===== config.mk =====
export PLATFORM = sky130hd
export DESIGN_NAME = hub75_frame_swap
export DESIGN_NICKNAME = d
export VERILOG_FILES = /design/src/rtl/hub75_pkg.sv /design/src/rtl/hub75_frame_swap.sv
export SDC_FILE = /design/constraint.sdc
export NUM_CORES = 1
export LEC_CHECK = 0
export CORE_MARGIN = 2
export CORE_UTILIZATION = 21
export DETAILED_ROUTE_END_ITERATION = 12
export GPL_TIMING_DRIVEN = 1
export PLACE_DENSITY = 0.77
export SLEW_MARGIN = 20
export SYNTH_ARGS = -nofsm -noshare
export SYNTH_HDL_FRONTEND = slang
export SYNTH_SLANG_ARGS = --single-unit

===== constraint.sdc =====
create_clock -name clk -period 0.9 [get_ports clk]
set_clock_uncertainty 0.05 [all_clocks]
set_input_delay 0.18 -clock clk [delete_from_list [all_inputs] [get_ports clk]]
set_output_delay 0.18 -clock clk [all_outputs]
set_load 0.02 [all_outputs]

===== src/rtl/hub75_pkg.sv =====
// Shared HUB75 types and frame geometry for the image double buffer.
package hub75_pkg;

    typedef enum logic [1:0] {
        EMPTY   = 2'd0,
        FILLING = 2'd1,
        PENDING = 2'd2
    } frame_swap_st_t;

    localparam int HUB75_FRAME_ADDR_W = 8;
    localparam int HUB75_FRAME_LAST   = 191;

endpackage


===== src/rtl/hub75_frame_swap.sv =====
// Double-buffer bank scheduler for the HUB75 image BRAM: writes go to the back bank, reads to the front.
// Optional dropped-frame counter is enabled by defining HUB75_FRAME_SWAP_STATS_EN.
module hub75_frame_swap
    import hub75_pkg::*;
#(
    parameter int                ADDR_W    = HUB75_FRAME_ADDR_W,
    parameter logic [ADDR_W-1:0] LAST_ADDR = ADDR_W'(HUB75_FRAME_LAST)
) (
    input  logic              clk,
    input  logic              rst_n,
    input  logic              wr_en,
    input  logic [ADDR_W-1:0] wr_addr,
    input  logic [ADDR_W-1:0] rd_addr,
    input  logic              frame_sync,
    input  logic              hold,
    output logic [ADDR_W:0]   bram_wr_addr,
    output logic [ADDR_W:0]   bram_rd_addr,
    output logic              front_bank,
    output logic              swap_pending,
    output logic [7:0]        drop_cnt
);

    frame_swap_st_t st_reg;
    logic           front_bank_reg;
    logic           wr_last;
    logic           wr_drop;

    assign wr_last = wr_en && (wr_addr == LAST_ADDR);
    // A non-final write while a finished frame waits means that frame is lost.
    assign wr_drop = wr_en && !wr_last && (st_reg == PENDING);

    always_ff @(posedge clk or negedge rst_n) begin
        if (!rst_n) begin
            st_reg         <= EMPTY;
            front_bank_reg <= 1'b0;
        end else begin
            if (wr_last) begin
                st_reg <= PENDING;
            end else if (wr_en) begin
                st_reg <= FILLING;
            end else if (st_reg == PENDING && frame_sync && !hold) begin
                st_reg         <= EMPTY;
                front_bank_reg <= ~front_bank_reg;
            end
        end
    end

`ifdef HUB75_FRAME_SWAP_STATS_EN
    logic [7:0] drop_cnt_reg;

    always_ff @(posedge clk or negedge rst_n) begin
        if (!rst_n) begin
            drop_cnt_reg <= 8'h00;
        end else if (wr_drop && drop_cnt_reg != 8'hFF) begin
            drop_cnt_reg <= drop_cnt_reg + 8'd1;
        end
    end

    assign drop_cnt = drop_cnt_reg;
`else
    logic unused_drop;
    assign unused_drop = wr_drop;
    assign drop_cnt    = 8'h00;
`endif

    assign front_bank   = front_bank_reg;
    assign swap_pending = (st_reg == PENDING);
    assign bram_wr_addr = {~front_bank_reg, wr_addr};
    assign bram_rd_addr = {front_bank_reg, rd_addr};

endmodule


# Word level (Yosys, flattened, before mapping)
# Index checks and enable logic that the tools add are counted.
# totals
input_bits,21
mem_bits_rw,0
elab_cells,16
reg_bits,3
latch_bits,0
mem_bits_ro,0
mem_count,0
# classes
reduce_logical,6
n_div,0
n_eq_ne,2
n_mul,0
add_sub_neg,0
n_lt_le_gt_ge,0
shift,0
mux,3
bitwise,3
# op_table
cell,n
$eq A8 B8 Y1 const B,1
$mux W2,3
$logic_and A1 B1 Y1,3
$not A1 Y1,3
$reduce_and A3 Y1,1
$reduce_bool A3 Y1,1
$eq A2 B2 Y1 const B,1
$logic_not A1 Y1,1

# Longest topological paths before layout
# logic_depth
depth_word,6
depth_mapped,3

# Worst setup path before layout
# No wires, ideal clock.
# synth_timing
path_type,reg2reg
from,reg st_reg[0]
to,reg front_bank_reg (netlist: front_bank)
path_buffers,0
t_arrival_ns,0.953
path_slack_ns,-0.183
path_stages_with_launch,4
required_time_ns,0.770
cell_sequence,dfrtp_1 > nor2b_2 > nor3b_2 > xnor2_1
# synth_between
elab_chain_len,4
# synth_rtl
item,line_no,source
from (decl),hub75_frame_swap.sv:23,frame_swap_st_t st_reg;
from (signal assigned),hub75_frame_swap.sv:34,st_reg <= EMPTY;
from (signal assigned),hub75_frame_swap.sv:38,st_reg <= PENDING;
from (signal assigned),hub75_frame_swap.sv:40,st_reg <= FILLING;
$eq A2 B2 Y1,--,
net swap_pending,hub75_frame_swap.sv:19,"output logic swap_pending,"
$logic_and A1 B1 Y1 (2 in series),hub75_frame_swap.sv:41,end else if (st_reg == PENDING && frame_sync && !hold) begin
$reduce_and A3 Y1 (no source line),--,
to (signal assigned),hub75_frame_swap.sv:43,front_bank_reg <= ~front_bank_reg;
to (decl),hub75_frame_swap.sv:24,logic front_bank_reg;
# The timed path passes the listed nets, and every way through them passes these cells.
# A chain may end at the register's enable or synchronous reset.

# Worst setup path in the final report
# layout_timing
from,reg st_reg[0]
to,out swap_pending
# layout_between
elab_chain_len,1
# layout_rtl
item,line_no,source
$eq A2 B2 Y1,hub75_frame_swap.sv:67,assign swap_pending = (st_reg == PENDING);
to (decl),hub75_frame_swap.sv:19,
# Every way passes these cells.

==> impl_metrics.ini <==
[clocking]
clk_latency_ps = 230
cts_sinks = 3
cts-root-buf = clkbuf_4
cts_tree = yes
cts_buffer_depth = 2
hold_buffers = 0
path_clk_slew_ps = 40
cts_buffers = 3
htree_levels = 1

[grt]
overflow = 0
grt_max_degree = 4
grt_pass1_wl_um = 1048
grt_pass1_vias = 270
grt_use_total_pct = 7.705
antenna_found_initial = 0

[job]
max_cap_viol_count = 0

[place]
place_ws_ps = -609.8
dp_hpwl_um = 611.7
port_buffers = 24
gp_congestion = 0.6500
placed_area_um2 = 489.2

[synth]
synth.most_common_cell = buf_4
synthArstFlopShare_pct = 100.0
synth_common_cells = 25 x buf_4, 3 x dfrtp_1, 2 x nand2b_1
ys_seq_area_share_pct = 21.13
synth.top_cell.area_share_pct = 52.82
synthTopCellsByArea = buf_4 53%, dfrtp_1 21%, nand2b_1 3.5%
ys_ff_latch = 3
yosys_warnings = 0
synth.distinct_cells = 14
synthCells = 41
syn_avg_cell_area_um2 = 8.667
synthFlopType = dfrtp_1
synth_area_leader_cell = buf_4
syn_area_um2 = 355.3
synth_edf_count = 0

[finish]
stdcell_area_um2 = 545.5
drive_gt1_share_pct = 47.37
mostFrequentLayoutCells = 12 x buf_6, 9 x dlygate4sd2_1, 8 x conb_1
largest_reg_flops = 2
final_common_cell = buf_6
layout.nets = 79
diodes = 0
postLayoutCoreUtil_pct = 35.39
synthToLayoutAreaGrowth_pct = 53.52

[timing]
finalSetupTns_ps = -763.5
setup_violations = 6
min_period_ps = 1094
hold_viol = 0
final.setup.worst_slack_ps = -193.7
finalCritPeriodShare_pct = 121.5
rsz0062_at_grt = yes
max_freq_ghz = 0.9143
slew_violations = 0

[die]
die_w_um = 45.14
num_io_pins = 49
core_mm2 = 0.001541
die_area_mm2 = 0.002037
rows = 14
die_h_um = 45.14
start_util_pct = 23.05

[power_and_ir_drop]
power_switching_uw = 156.0
power_frac_comb_pct = 30.6
clkPwrFrac_pct = 43.9
p_seq_share_pct = 25.5
p_leak_nw = 0.2657
p_per_area_mw_per_mm2 = 979.8
peakVddDrop_uv = 321.7
swShare_pct = 29.18
internal_power_uw = 378.6

[worst_setup_path]
critPathBufInv = 1
path_max_fanout = 2
setup.worst_path.start_class = register
end_kind = output port
crit_family = flip-flops
worst_path_max_delay_cell = dfrtp_1
cpPeakStageDelay_ps = 390
critPathRequiredTime_ps = 670
critical_path_class = reg -> out
worstPathArrival_ps = 860
cp_cell_sequence = nor2b_4 > buf_6

[detailed_routing]
postRouteAntennaNets = 0
wl_per_cell_um = 9.836
drcViolationCount = 0
drtIter0Drc = 0
via_per_inst = 3.836
wl_um = 718
dr.pass1.iters = 1
vias = 280

[min_path]
hp-class = in -> async

[outcome]
status = finished, violations left
failed_checks = setup timing
## routing by layer
layer	wire length (um)	global-route usage (%)
met1	200	6.988
met3	96	5.600
met2	421	12.00
met4	0	5.294
met5	0	0
## final timing paths
| path | start | end | slack, ps | cells after the start |
|---|---|---|---|---|
| hold reg to reg | st_reg[0] | st_reg[1] | 610 | 3 |
| setup reg to reg | st_reg[1] | st_reg[1] | -90 | 4 |
| max in group asynchronous | rst_n | st_reg[0] | 570 | 1 |
| hold / removal | rst_n | st_reg[1] | 80 | 1 |
| setup / recovery | st_reg[0] | swap_pending | -190 | 2 |
| min in group clk | rd_addr[5] | bram_rd_addr[5] | 310 | 0 |
## area by class of cell
class | count | area, um^2
flip-flops and latches | 3 | 75.07
multi-input cells | 19 | 131.4
repair buffers | 30 | 289.0
fillers | 172 | 996.0
inverters | 1 | 3.754
well taps | 16 | 20.02
clock buffers | 4 | 26.28
## through the flow
step           hold WS [ps]  std cells  power (mW)
6_report              82.27         73      0.5345
5_1_grt               83.66         73      0.5680
4_1_cts               74.26         73      0.5495
3_5_place_dp          310.1         67      0.3044
3_3_place_gp          310.1         67      0.3025
2_1_floorplan        -165.6         48      0.3055
## kinds of logic (layout without fill, tap and decap cells)
group | count (synthesis) | after routing | share of synthesized area, %
compound gates | 3 | 3 | 6.338
xor+xnor | 1 | 1 | 2.465
buf+inv | 26 | 35 | 53.87
flops | 3 | 3 | 21.13
other cells | 1 | 8 | 1.055
simple gates | 7 | 7 | 15.14
## what timing repair did
item / CTS / global route
buffers inserted: 2 / 0
gates resized for setup: 83 / 2
endpoints found under the setup margin: 15 / 7
pin swaps: 1 / 1
## power groups by stage
stage                     Sequential [mW]  Combinational [mW]  Clock [mW]
final                               0.136               0.164       0.235
after global placement              0.138               0.165           0
after floorplan                     0.138               0.167           0
after global routing                0.136               0.174       0.258
after CTS                           0.136               0.160       0.253
after detailed placement            0.138               0.166           0
(Power assumes the default switching activity.)
